<file path="src/rtl/mem_arbiter_pkg.sv">
// Shared types for the instruction/data memory arbiter: owner IDs and FSM states.
package mem_arbiter_pkg;

    typedef enum logic {
        OWNER_INSTR = 1'b0,
        OWNER_DATA  = 1'b1
    } owner_e;

    typedef enum logic {
        IDLE = 1'b0,
        HOLD = 1'b1
    } state_e;

endpackage

</file>
<file path="src/rtl/mem_arbiter_if.sv">
// Bundled instruction, data and memory port signals of the arbiter.
interface mem_arbiter_if #(
    parameter int ADDR_WIDTH = 32,
    parameter int DATA_WIDTH = 32
);
    logic                    ireq_i;
    logic [ADDR_WIDTH-1:0]   iaddr_i;
    logic                    igngt_o;
    logic                    irvalid_o;
    logic [DATA_WIDTH-1:0]   irdata_o;
    logic                    ierr_o;

    logic                    dreq_i;
    logic [ADDR_WIDTH-1:0]   daddr_i;
    logic                    dwe_i;
    logic [DATA_WIDTH/8-1:0] dbe_i;
    logic [DATA_WIDTH-1:0]   dwdata_i;
    logic                    dgnt_o;
    logic                    drvalid_o;
    logic [DATA_WIDTH-1:0]   drdata_o;
    logic                    derr_o;

    logic                    mreq_o;
    logic [ADDR_WIDTH-1:0]   maddr_o;
    logic                    mwe_o;
    logic [DATA_WIDTH/8-1:0] mbe_o;
    logic [DATA_WIDTH-1:0]   mwdata_o;
    logic                    mgnt_i;
    logic                    mrvalid_i;
    logic [DATA_WIDTH-1:0]   mrdata_i;
    logic                    merr_i;

    logic                    protocol_err_o;

    modport slave (
        input  ireq_i, iaddr_i,
        output igngt_o, irvalid_o, irdata_o, ierr_o,
        input  dreq_i, daddr_i, dwe_i, dbe_i, dwdata_i,
        output dgnt_o, drvalid_o, drdata_o, derr_o,
        output mreq_o, maddr_o, mwe_o, mbe_o, mwdata_o,
        input  mgnt_i, mrvalid_i, mrdata_i, merr_i,
        output protocol_err_o
    );

    modport master (
        output ireq_i, iaddr_i,
        input  igngt_o, irvalid_o, irdata_o, ierr_o,
        output dreq_i, daddr_i, dwe_i, dbe_i, dwdata_i,
        input  dgnt_o, drvalid_o, drdata_o, derr_o,
        input  mreq_o, maddr_o, mwe_o, mbe_o, mwdata_o,
        output mgnt_i, mrvalid_i, mrdata_i, merr_i,
        input  protocol_err_o
    );
endinterface

</file>
<file path="src/rtl/mem_arbiter_owner_fifo.sv">
// In-order FIFO of owner IDs for transfers accepted by memory but not yet answered.
module owner_fifo #(
    parameter int DEPTH = 2,
    parameter int WIDTH = 1
) (
    input  logic                       clk_i,
    input  logic                       rst_ni,
    input  logic                       push_i,
    input  logic [WIDTH-1:0]           data_i,
    input  logic                       pop_i,
    output logic [WIDTH-1:0]           data_o,
    output logic                       full_o,
    output logic                       empty_o,
    output logic [$clog2(DEPTH+1)-1:0] count_o
);
    localparam int PTR_W = (DEPTH > 1) ? $clog2(DEPTH) : 1;
    localparam int CNT_W = $clog2(DEPTH+1);

    logic [WIDTH-1:0] mem_q [DEPTH];
    logic [WIDTH-1:0] mem_d [DEPTH];
    logic [PTR_W-1:0] wr_ptr_q, wr_ptr_d, rd_ptr_q, rd_ptr_d;
    logic [CNT_W-1:0] count_q, count_d;
    logic             do_push, do_pop;

    assign full_o  = (count_q == CNT_W'(DEPTH));
    assign empty_o = (count_q == '0);
    assign count_o = count_q;
    assign data_o  = mem_q[rd_ptr_q];
    assign do_push = push_i & ~full_o;
    assign do_pop  = pop_i & ~empty_o;

    always_comb begin
        mem_d    = mem_q;
        wr_ptr_d = wr_ptr_q;
        rd_ptr_d = rd_ptr_q;
        count_d  = count_q;
        if (do_push) begin
            mem_d[wr_ptr_q] = data_i;
            wr_ptr_d = (wr_ptr_q == PTR_W'(DEPTH-1)) ? '0 : wr_ptr_q + PTR_W'(1);
        end
        if (do_pop) begin
            rd_ptr_d = (rd_ptr_q == PTR_W'(DEPTH-1)) ? '0 : rd_ptr_q + PTR_W'(1);
        end
        case ({do_push, do_pop})
            2'b10:   count_d = count_q + CNT_W'(1);
            2'b01:   count_d = count_q - CNT_W'(1);
            default: count_d = count_q;
        endcase
    end

    always_ff @(posedge clk_i or negedge rst_ni) begin
        if (!rst_ni) begin
            mem_q    <= '{default: '0};
            wr_ptr_q <= '0;
            rd_ptr_q <= '0;
            count_q  <= '0;
        end else begin
            mem_q    <= mem_d;
            wr_ptr_q <= wr_ptr_d;
            rd_ptr_q <= rd_ptr_d;
            count_q  <= count_d;
        end
    end
endmodule

</file>
<file path="src/rtl/mem_arbiter.sv">
// Round-robin arbiter sharing one req/gnt/rvalid memory port between instruction and data requesters.
//   state | meaning
//   IDLE  | pick a winner each cycle; present it if the owner FIFO has room
//   HOLD  | memory stalled the grant; owner locked until mgnt_i
module mem_arbiter
    import mem_arbiter_pkg::*;
#(
    parameter int ADDR_WIDTH = 32,
    parameter int DATA_WIDTH = 32,
    parameter int MAX_OUTST  = 2
) (
    input logic          clk_i,
    input logic          rst_ni,
    mem_arbiter_if.slave bus
);
    localparam int BE_W  = DATA_WIDTH/8;
    localparam int CNT_W = $clog2(MAX_OUTST+1);

    state_e           state_q, state_d;
    owner_e           owner_q, owner_d, last_q, last_d, winner;
    logic             perr_q, perr_d;
    logic             issue, accept, pop, fifo_full, fifo_empty;
    logic [0:0]       push_id, head_id;
    logic [CNT_W-1:0] fifo_count;

    always_comb begin
        winner = owner_q;
        issue  = 1'b0;
        if (state_q == HOLD) begin
            issue = 1'b1;
        end else if (!fifo_full && (bus.ireq_i || bus.dreq_i)) begin
            issue = 1'b1;
            if (bus.ireq_i && bus.dreq_i)
                winner = (last_q == OWNER_DATA) ? OWNER_INSTR : OWNER_DATA;
            else
                winner = bus.dreq_i ? OWNER_DATA : OWNER_INSTR;
        end
        issue = issue & rst_ni;
    end

    assign accept  = issue & bus.mgnt_i;
    assign pop     = bus.mrvalid_i & (fifo_count != '0) & rst_ni;
    assign push_id = winner;

    owner_fifo #(.DEPTH(MAX_OUTST), .WIDTH(1)) u_owner_fifo (
        .clk_i   (clk_i),
        .rst_ni  (rst_ni),
        .push_i  (accept),
        .data_i  (push_id),
        .pop_i   (pop),
        .data_o  (head_id),
        .full_o  (fifo_full),
        .empty_o (fifo_empty),
        .count_o (fifo_count)
    );

    always_comb begin
        state_d = state_q;
        owner_d = owner_q;
        last_d  = last_q;
        perr_d  = perr_q | (bus.mrvalid_i & fifo_empty);
        if (accept)
            last_d = winner;
        case (state_q)
            IDLE: if (issue && !bus.mgnt_i) begin
                state_d = HOLD;
                owner_d = winner;
            end
            HOLD: if (bus.mgnt_i) state_d = IDLE;
            default: state_d = IDLE;
        endcase
    end

    always_ff @(posedge clk_i or negedge rst_ni) begin
        if (!rst_ni) begin
            state_q <= IDLE;
            owner_q <= OWNER_INSTR;
            last_q  <= OWNER_INSTR;
            perr_q  <= 1'b0;
        end else begin
            state_q <= state_d;
            owner_q <= owner_d;
            last_q  <= last_d;
            perr_q  <= perr_d;
        end
    end

    // Memory port mirrors the winner; everything is zero when nothing is presented.
    always_comb begin
        bus.mreq_o   = issue;
        bus.maddr_o  = '0;
        bus.mwe_o    = 1'b0;
        bus.mbe_o    = '0;
        bus.mwdata_o = '0;
        if (issue) begin
            if (winner == OWNER_DATA) begin
                bus.maddr_o  = bus.daddr_i;
                bus.mwe_o    = bus.dwe_i;
                bus.mbe_o    = bus.dbe_i;
                bus.mwdata_o = bus.dwdata_i;
            end else begin
                bus.maddr_o  = bus.iaddr_i;
                bus.mbe_o    = {BE_W{1'b1}};
            end
        end
    end

    assign bus.igngt_o        = accept & (winner == OWNER_INSTR);
    assign bus.dgnt_o         = accept & (winner == OWNER_DATA);
    assign bus.irvalid_o      = pop & (head_id == OWNER_INSTR);
    assign bus.drvalid_o      = pop & (head_id == OWNER_DATA);
    assign bus.irdata_o       = bus.mrdata_i;
    assign bus.drdata_o       = bus.mrdata_i;
    assign bus.ierr_o         = bus.irvalid_o & bus.merr_i;
    assign bus.derr_o         = bus.drvalid_o & bus.merr_i;
    assign bus.protocol_err_o = perr_q;
endmodule

</file>
<file path="src/flat_wrapper.sv">
// flat-port wrapper written by rule: the top's interface ports become plain ports
module mem_arbiter_flat import mem_arbiter_pkg::*;
#(
    parameter int ADDR_WIDTH = 32,
    parameter int DATA_WIDTH = 32,
    parameter int MAX_OUTST  = 2
)
  (clk_i, rst_ni, bus_ireq_i, bus_iaddr_i, bus_igngt_o, bus_irvalid_o, bus_irdata_o, bus_ierr_o, bus_dreq_i, bus_daddr_i, bus_dwe_i, bus_dbe_i, bus_dwdata_i, bus_dgnt_o, bus_drvalid_o, bus_drdata_o, bus_derr_o, bus_mreq_o, bus_maddr_o, bus_mwe_o, bus_mbe_o, bus_mwdata_o, bus_mgnt_i, bus_mrvalid_i, bus_mrdata_i, bus_merr_i, bus_protocol_err_o);
  mem_arbiter_if #(.ADDR_WIDTH(ADDR_WIDTH), .DATA_WIDTH(DATA_WIDTH)) bus_i ();
  input logic clk_i;
  input logic rst_ni;
  input wire logic [$bits(bus_i.ireq_i)-1:0] bus_ireq_i;
  input wire logic [$bits(bus_i.iaddr_i)-1:0] bus_iaddr_i;
  output wire logic [$bits(bus_i.igngt_o)-1:0] bus_igngt_o;
  output wire logic [$bits(bus_i.irvalid_o)-1:0] bus_irvalid_o;
  output wire logic [$bits(bus_i.irdata_o)-1:0] bus_irdata_o;
  output wire logic [$bits(bus_i.ierr_o)-1:0] bus_ierr_o;
  input wire logic [$bits(bus_i.dreq_i)-1:0] bus_dreq_i;
  input wire logic [$bits(bus_i.daddr_i)-1:0] bus_daddr_i;
  input wire logic [$bits(bus_i.dwe_i)-1:0] bus_dwe_i;
  input wire logic [$bits(bus_i.dbe_i)-1:0] bus_dbe_i;
  input wire logic [$bits(bus_i.dwdata_i)-1:0] bus_dwdata_i;
  output wire logic [$bits(bus_i.dgnt_o)-1:0] bus_dgnt_o;
  output wire logic [$bits(bus_i.drvalid_o)-1:0] bus_drvalid_o;
  output wire logic [$bits(bus_i.drdata_o)-1:0] bus_drdata_o;
  output wire logic [$bits(bus_i.derr_o)-1:0] bus_derr_o;
  output wire logic [$bits(bus_i.mreq_o)-1:0] bus_mreq_o;
  output wire logic [$bits(bus_i.maddr_o)-1:0] bus_maddr_o;
  output wire logic [$bits(bus_i.mwe_o)-1:0] bus_mwe_o;
  output wire logic [$bits(bus_i.mbe_o)-1:0] bus_mbe_o;
  output wire logic [$bits(bus_i.mwdata_o)-1:0] bus_mwdata_o;
  input wire logic [$bits(bus_i.mgnt_i)-1:0] bus_mgnt_i;
  input wire logic [$bits(bus_i.mrvalid_i)-1:0] bus_mrvalid_i;
  input wire logic [$bits(bus_i.mrdata_i)-1:0] bus_mrdata_i;
  input wire logic [$bits(bus_i.merr_i)-1:0] bus_merr_i;
  output wire logic [$bits(bus_i.protocol_err_o)-1:0] bus_protocol_err_o;
  assign bus_i.ireq_i = bus_ireq_i;
  assign bus_i.iaddr_i = bus_iaddr_i;
  assign bus_igngt_o = bus_i.igngt_o;
  assign bus_irvalid_o = bus_i.irvalid_o;
  assign bus_irdata_o = bus_i.irdata_o;
  assign bus_ierr_o = bus_i.ierr_o;
  assign bus_i.dreq_i = bus_dreq_i;
  assign bus_i.daddr_i = bus_daddr_i;
  assign bus_i.dwe_i = bus_dwe_i;
  assign bus_i.dbe_i = bus_dbe_i;
  assign bus_i.dwdata_i = bus_dwdata_i;
  assign bus_dgnt_o = bus_i.dgnt_o;
  assign bus_drvalid_o = bus_i.drvalid_o;
  assign bus_drdata_o = bus_i.drdata_o;
  assign bus_derr_o = bus_i.derr_o;
  assign bus_mreq_o = bus_i.mreq_o;
  assign bus_maddr_o = bus_i.maddr_o;
  assign bus_mwe_o = bus_i.mwe_o;
  assign bus_mbe_o = bus_i.mbe_o;
  assign bus_mwdata_o = bus_i.mwdata_o;
  assign bus_i.mgnt_i = bus_mgnt_i;
  assign bus_i.mrvalid_i = bus_mrvalid_i;
  assign bus_i.mrdata_i = bus_mrdata_i;
  assign bus_i.merr_i = bus_merr_i;
  assign bus_protocol_err_o = bus_i.protocol_err_o;
  mem_arbiter #(.ADDR_WIDTH(ADDR_WIDTH), .DATA_WIDTH(DATA_WIDTH), .MAX_OUTST(MAX_OUTST)) u_core (.clk_i(clk_i), .rst_ni(rst_ni), .bus(bus_i));
endmodule
</file>
<file path="config.mk">
export PLATFORM = sky130hd
export DESIGN_NAME = mem_arbiter_flat
export DESIGN_NICKNAME = d
export VERILOG_FILES = /design/src/rtl/mem_arbiter_pkg.sv /design/src/rtl/mem_arbiter_if.sv /design/src/rtl/mem_arbiter_owner_fifo.sv /design/src/rtl/mem_arbiter.sv /design/src/flat_wrapper.sv
export SDC_FILE = /design/constraint.sdc
export NUM_CORES = 1
export LEC_CHECK = 0
export BUFFER_PORTS_ARGS = -buffer_cell sky130_fd_sc_hd__buf_4
export CAP_MARGIN = 25
export CORE_AREA = 10 10 102 104
export CTS_BUF_LIST = sky130_fd_sc_hd__clkbuf_2
export DETAILED_ROUTE_END_ITERATION = 10
export DIE_AREA = 0 0 112 114
export GPL_ROUTABILITY_DRIVEN = 0
export MAX_ROUTING_LAYER = met4
export REMOVE_ABC_BUFFERS = 1
export SYNTH_ARGS = -nofsm -noshare
export SYNTH_HDL_FRONTEND = slang
export SYNTH_SLANG_ARGS = --single-unit
</file>
<file path="constraint.sdc">
create_clock -name clk_i -period 2 [get_ports clk_i]
set_input_delay 0.1 -clock clk_i [delete_from_list [all_inputs] [get_ports clk_i]]
set_output_delay 0.1 -clock clk_i [all_outputs]
set_load 0.05 [all_outputs]
</file>
==> results of run 1 <==
[cell usage in the layout, fill, tap and decap left out, drive strengths merged]
cell         synthesis  layout
or2                  1       1
and3                36      36
nor4bb               1       1
nor3                 1       1
mux2i                1       1
a21oi               33      33
nor2b                1       1
or3                  1       1
o21ai               34      34
a31oi                2       2
a21boi               1       1
mux2                 1       1
dfrtp               10      10
dlygate4sd3          0       1
nor2                 8       8
buf                 73     208
nand2                5       7
or4b                 1       1
a21o                 1       1
clkinv               0       1
o21bai               1       1
clkbuf              15       4
xnor2                4       4
nor4b                1       1
and2                 1       1
o31ai                3       3
inv                  3       3
o31a                 1       1
nand3               32      32
o21a                 4       4
xor2                 1       1
ha                   1       1
[power groups by stage]
stage	combinational, mW	sequential [mW]	clock [mW]
finish	3.95	0.360	0.112
global route	4.18	0.372	0.133
CTS	3.46	0.357	0.122
detailed placement	3.14	0.357	0
global placement	3.10	0.355	0
floorplan	1.99	0.359	0
[worst register-to-register path, stage by stage (launching register included)]
cell and delay, ns:
dfrtp_1 0.40, nor2b_4 0.14, buf_4 0.14, or3_1 0.46, ha_1 0.35, nor2_1 0.13
xor2_1 0.15
[layout make-up]
cell class                 count  share of cell area, %
timing repair buffer         210                   52.3
multi-input combinational    179                   36.5
sequential                    10                   6.76
tap                          108                   3.65
clock buffer                   3                  0.405
inverter                       3                  0.304
clock inverter                 1                  0.101
[per-stage QoR]
step                hold slack (ns)  cells  instance area [um^2]  setup TNS (ns)  power [mW]
floorplan                    -0.196    190                  1290          -58.60        2.35
global route                 0.0361    514                  3700          -12.82        4.69
detailed placement          -0.0422    497                  2960               0        3.50
global placement            -0.0468    497                  2960               0        3.46
finish                       0.0595    514                  3700           -4.73        4.42
CTS                          0.0327    513                  3200           -4.64        3.94
[metal layers]
| metal | wire [um] | share of wire (%) | up-vias |
|---|---|---|---|
| met1 | 5000 | 41 | 1189 |
| met4 | 67 | 0.55 | 0 |
| li1 | - | - | 1178 |
| met3 | 2200 | 18 | 6 |
| met5 | 0 | 0 | - |
| met2 | 4920 | 40 | 217 |
[sequential cells by signal, indices dropped and copies added, names as in the netlist]
name,count
u_core.bus.protocol_err_o,1
u_core.last_q,1
u_core.owner_q,1
u_core.state_q,1
u_core.u_owner_fifo.count_o,2
u_core.u_owner_fifo.mem_q,2
u_core.u_owner_fifo.rd_ptr_q,1
u_core.u_owner_fifo.wr_ptr_q,1
[path summary, 6_finish.rpt]
| path | start | to | slack (ns) |
|---|---|---|---|
| setup / recovery | u_core.last_q | bus_mwdata_o[4] | -0.11 |
| hold / removal | bus_mgnt_i | u_core.state_q | 0.06 |
| max in group asynchronous | rst_ni | u_core.u_owner_fifo.mem_q[1] | 1.59 |
| setup reg to reg | u_core.u_owner_fifo.count_o[1] | u_core.u_owner_fifo.count_o[1] | 0.15 |
| min in group asynchronous | rst_ni | u_core.u_owner_fifo.count_o[1] | 0.22 |
| hold reg to reg | u_core.bus.protocol_err_o | u_core.bus.protocol_err_o | 0.46 |
[cells by family after synthesis]
family | count (synthesis) | synth area share (%)
buf+inv | 91 | 32.2
simple gates | 89 | 26.9
compound gates | 80 | 23.5
flops | 10 | 13.2
xor+xnor | 5 | 2.31
mux | 2 | 1.12
fa+ha+maj | 1 | 0.661
[timing repair]
item / in CTS / in global routing
pin swaps: 22 / 37
buffers inserted: 8 / 1
hold endpoints to repair: 10 / 0
resized for setup: 44 / 132
cloned: 3 / 2
hold buffers: 1 / 0
setup endpoints to repair: 71 / 71
==> flow_summary_export.csv, run 1 <==
group,metric,value,unit
run_status,status,"finished, violations left",
run_status,violations,"negative setup slack",
clocking,tritoncts,"yes",
yosys,ys.flop_type,"dfrtp_1",
detailed_routing,via_per_inst,5.04,
detailed_routing,dr.pass1.iters,4,
critical_path,max_stage_delay,0.57,ns
floorplanning,num_rows,34,
sta,period_share,106,%
detailed_routing,drc,0,
yosys,synth_edf_count,0,
power,ir_worst_vdd,0.587,mV
yosys,yosys.area.top_type_share,25.4,%
detailed_routing,ant_nets,0,
layout,seqCellArea,250,um^2
critical_path,r2r.worst_path.cells,6,
yosys,synth_commonest_cells,"buf_4, and3_1, o21ai_0",
grt,met2_usage,22.0,%
critical_path,critPathArrivalTime,2.01,ns
layout,final_util,43.7,%
critical_path,path_cells,"a21boi_2, or4b_4, buf_12, nand2_8, and3_4, buf_8",
layout,num-fill-cells,809,
yosys,netlist_area,1890,um^2
layout,drive_gt1_share,68.7,%
critical_path,worstPathMaxFanout,9,
critical_path,worst_setup_path_start_kind,"flip-flop",
grt,grt_max_degree,33,
critical_path,worstSetupEndpointType,"output pin",
sta,slew_viol_final,0,
sta,slew_headroom,72.0,%
critical_path,crit_buf_inv,2,
yosys,ys_seq_elements,10,
yosys,synth_most_common_cell,"buf_4",
grt,grt.busiest_layer,"met2",
grt,grt_util_met3,12.1,%
sta,finalHoldViolations,0,
clocking,cts.clk_slew.worst_paths,0.11,ns
power,combPwrFrac,89.3,%
sta,layout_setup_ws,-0.112,ns
hold_path,whs_path_depth,2,
grt,antenna_found_initial,0,
critical_path,crit_slowest_cell,"or4b_4",
layout,final_nets,548,
hold_path,hold_class,"in2reg",
layout,areaGrowthSynthToFinish,95.8,%
clocking,clk_latency,0.25,ns
floorplanning,die_h,114,um
grt,overflow,0,
power,power_density,1190,nW/um^2
floorplanning,die_w,112,um
floorplanning,start_util,22.3,%
critical_path,cp_top_family,"simple AND/OR/NAND/NOR gates",
detailed_routing,totalWireLength,12.2,mm
power,swShare,58.2,%
layout,diodes,0,
yosys,postSynthAreaPerCell,6.81,um^2
grt,grt_pass1_wl,16.3,mm
yosys,ys_warn_count,0,
grt,gr-usage-all-layers,16.9,%
sta,fmax,0.473,GHz
power,p_seq_share,8.1,%
sta,tightest_slew,0.419,ns
sta,finalSetupViolCount,71,
layout,multi_input_area,1350,um^2
yosys,postSynth.asyncResetShare,100,%
power,power_leakage,1.80,nW
clocking,numClockSinks,10,
grt,grt_pass1_vias,2731,
yosys,synth_cell_type_count,35,
detailed_routing,vias,2590,
power,clockPowerShare,2.5,%
power,p_int,1.85,mW
yosys,synth.largest_area_cell,"buf_4",
clocking,clockBufferDepth,2,
critical_path,crit_type,"reg2out",
sta,finalCriticalPeriod,2.11,ns
critical_path,cp.required,1.90,ns
power,switchingPower,2.57,mW
placement,numPortBuffers,184,
sta,rsz0062_at_grt,"yes",
detailed_routing,wl_per_cell,23.7,um
clocking,clockRootBuffer,"clkbuf_2",
clocking,htreeDepth,1,
placement,hpwl,9.28,mm
run,drv_cap,0,
yosys,synth_cells,278,
floorplanning,die-area,12800,um^2
placement,post-place-ws,0.0353,ns
floorplanning,io_pins,281,
yosys,synth_area_leaders,"buf_4, dfrtp_1, and3_1, o21ai_0, a21oi_1",
detailed_routing,drt_iter0_drc,167,
grt,grt_use_met1,20.8,%
clocking,cts_made_buffers,3,
floorplanning,core_area,8470,um^2
critical_path,path_depth,6,
sta,finClkSkew,0.0129,ns
yosys,yosysSeqAreaShare,13.2,%
Power figures use the tool's default switching activity.
==> run 2: changes to the inputs <==
--- a/config.mk
+++ b/config.mk
@@ -7,13 +7,16 @@
 export LEC_CHECK = 0
 export BUFFER_PORTS_ARGS = -buffer_cell sky130_fd_sc_hd__buf_4
 export CAP_MARGIN = 25
-export CORE_AREA = 10 10 102 104
+export CORE_AREA = 10 10 100 102
 export CTS_BUF_LIST = sky130_fd_sc_hd__clkbuf_2
 export DETAILED_ROUTE_END_ITERATION = 10
-export DIE_AREA = 0 0 112 114
+export DIE_AREA = 0 0 110 112
 export GPL_ROUTABILITY_DRIVEN = 0
 export MAX_ROUTING_LAYER = met4
+export PLACE_DENSITY = 0.71
 export REMOVE_ABC_BUFFERS = 1
+export SLEW_MARGIN = 25
 export SYNTH_ARGS = -nofsm -noshare
 export SYNTH_HDL_FRONTEND = slang
+export SYNTH_HIERARCHICAL = 1
 export SYNTH_SLANG_ARGS = --single-unit
==> flow_summary_export.csv, run 2 <==
group,metric,value,unit
critical_path,cp_top_family,"buffers and inverters",
layout,diodes,0,
clocking,clockRootBuffer,"clkbuf_2",
critical_path,cp.required,1.90,ns
power,p_int,1.99,mW
yosys,yosys.area.top_type_share,21.9,%
clocking,clockBufferDepth,2,
critical_path,crit_buf_inv,4,
yosys,ys_warn_count,6,
sta,layout_setup_ws,-0.225,ns
sta,fmax,0.449,GHz
grt,gr-usage-all-layers,19.2,%
floorplanning,io_pins,281,
grt,antenna_found_initial,0,
critical_path,worstPathMaxFanout,24,
layout,final_common_cell,"buf_4",
critical_path,max_stage_delay,0.44,ns
critical_path,r2r_slack,0.07,ns
sta,finalCriticalPeriod,2.23,ns
yosys,synth_cell_type_count,31,
sta,tightest_slew,0.524,ns
floorplanning,start_util,27.7,%
floorplanning,die_w,110,um
clocking,tritoncts,"yes",
run_status,status,"finished, violations left",
detailed_routing,vias,2609,
layout,stdcell_area,3620,um^2
layout,num-fill-cells,767,
sta,slew_viol_final,0,
floorplanning,core_area,8050,um^2
run,drv_cap,0,
critical_path,worstSetupEndpointType,"output pin",
power,combPwrFrac,90.0,%
detailed_routing,totalWireLength,13.1,mm
yosys,postSynthAreaPerCell,7.93,um^2
detailed_routing,wl_per_cell,26.4,um
power,power_density,1330,nW/um^2
critical_path,crit_top_cell,"inv_4",
grt,grt_max_degree,59,
yosys,yosysSeqAreaShare,11.2,%
critical_path,path_cells,"nand2b_4, inv_4, or3b_4, a32oi_4, inv_4, buf_12, mux2i_1, buf_4",
layout,drive_gt1_share,60.4,%
power,switchingPower,2.81,mW
layout,multi_input_area,1480,um^2
critical_path,setup.worst_path.start,"u_core/u_owner_fifo/count_o[1]",
floorplanning,die-area,12300,um^2
yosys,ys.flop_type,"dfrtp_1",
critical_path,r2r_start,"u_core/u_owner_fifo/count_o[1]",
power,clockPowerShare,2.5,%
grt,grt_pass1_wl,17.0,mm
floorplanning,die_h,112,um
layout,layout.cells.non_filler,496,
yosys,netlist_area,2230,um^2
yosys,ys_seq_elements,10,
placement,hpwl,10.9,mm
placement,postPlaceCellArea,3250,um^2
power,p_seq_share,7.6,%
layout,seqCellArea,251,um^2
sta,finalHoldViolations,0,
layout,layout_common_cells,"buf_4, o211ai_1, mux2i_1, buf_6, and3_1",
critical_path,critPathArrivalTime,2.13,ns
clocking,clk_latency,0.25,ns
grt,grt_pass1_vias,2684,
power,swShare,58.5,%
yosys,synth.largest_area_cell,"o211ai_1",
run_status,violations,"negative setup slack",
yosys,synth_commonest_cells,"o211ai_1, buf_4, and3_1",
power,total_power,4.80,mW
layout,final_nets,533,
grt,overflow,0,
detailed_routing,dr.pass1.iters,5,
sta,rsz0062_at_grt,"yes",
layout,areaGrowthSynthToFinish,62.4,%
yosys,postSynth.asyncResetShare,100,%
layout,final_util,44.9,%
detailed_routing,via_per_inst,5.26,
detailed_routing,drt_iter0_drc,118,
clocking,numClockSinks,10,
yosys,synth_area_leaders,"o211ai_1, buf_4, mux2i_1, dfrtp_1, and3_1",
sta,finalSetupViolCount,71,
detailed_routing,drc,0,
clocking,cts.clk_slew.worst_paths,0.11,ns
hold_path,hold_start,"bus_mgnt_i",
yosys,synth_cells,281,
yosys,synth_edf_count,0,
power,ir_worst_vdd,0.657,mV
sta,slew_headroom,64.6,%
hold_path,hold_class,"in2reg",
power,power_leakage,1.74,nW
critical_path,crit_slowest_cell,"dfrtp_1",
sta,finClkSkew,0.00689,ns
floorplanning,num_rows,33,
placement,numPortBuffers,184,
critical_path,worst_setup_path_start_kind,"flip-flop",
clocking,cts_made_buffers,3,
detailed_routing,ant_nets,0,
critical_path,crit_type,"reg2out",
clocking,htreeDepth,1,
placement,dp_cells,487,
yosys,synth_most_common_cell,"o211ai_1",
sta,period_share,111,%
sta,holdWs,0.0253,ns
==> run 2: worst paths after layout <==
path | to | cells after the start
setup / recovery | bus_maddr_o[1] | 8
hold / removal | u_core/state_q | 2
setup reg to reg | u_core/u_owner_fifo/mem_q[1] | 8
hold reg to reg | u_core/bus.protocol_err_o | 1
max in group asynchronous | u_core/bus.protocol_err_o | 3
min in group asynchronous | u_core/u_owner_fifo/count_o[0] | 2
==> run 2: power by group through the flow <==
stage          sequential [mW]  clock, mW  combinational, mW
2_1_floorplan            0.415          0               2.44
3_3_place_gp             0.352          0               3.76
3_5_place_dp             0.360          0               3.81
4_1_cts                  0.355      0.122               4.00
5_1_grt                  0.370      0.132               4.54
6_report                 0.364      0.118               4.32
==> run 2: cell type report <==
cell class / instances / area share, %
inverter: 4 / 0.553
clock inverter: 1 / 0.104
clock buffer: 3 / 0.415
multi-input combinational: 170 / 40.9
sequential: 10 / 6.95
tap: 105 / 3.63
timing repair buffer: 203 / 47.4
==> run 2: logic make-up (layout without fill, tap and decap cells) <==
family	after synthesis	in the layout	share of synthesized area [%]
xor+xnor	5	5	1.97
simple gates	51	51	13.9
mux	36	36	16.4
fa+ha+maj	1	1	0.562
buf+inv	101	211	29.0
flops	10	10	11.2
compound gates	77	77	27.0
==> run 2: repair_timing <==
action,in CTS,in global routing
hold buffers,1,0
resized for setup,24,41
pin swaps,0,2
setup endpoints to repair,70,72
buffers inserted,0,2
cloned,0,2
endpoints found under the hold margin,10,0
==> run 2: metal layers <==
layer	wire length, um	global-route usage, %	share of wire, %
met4	48	1.65	0.37
met3	2260	12.0	17
met1	5290	22.6	40
met5	0	-	0
met2	5490	27.9	42
==> run 2: stage by stage <==
stage	TNS, ns	worst slack, ns
2_1_floorplan	-94.30	-1.49
3_3_place_gp	0	0.0236
3_5_place_dp	0	0.00349
4_1_cts	-13.44	-0.229
5_1_grt	-19.89	-0.331
6_report	-12.93	-0.225
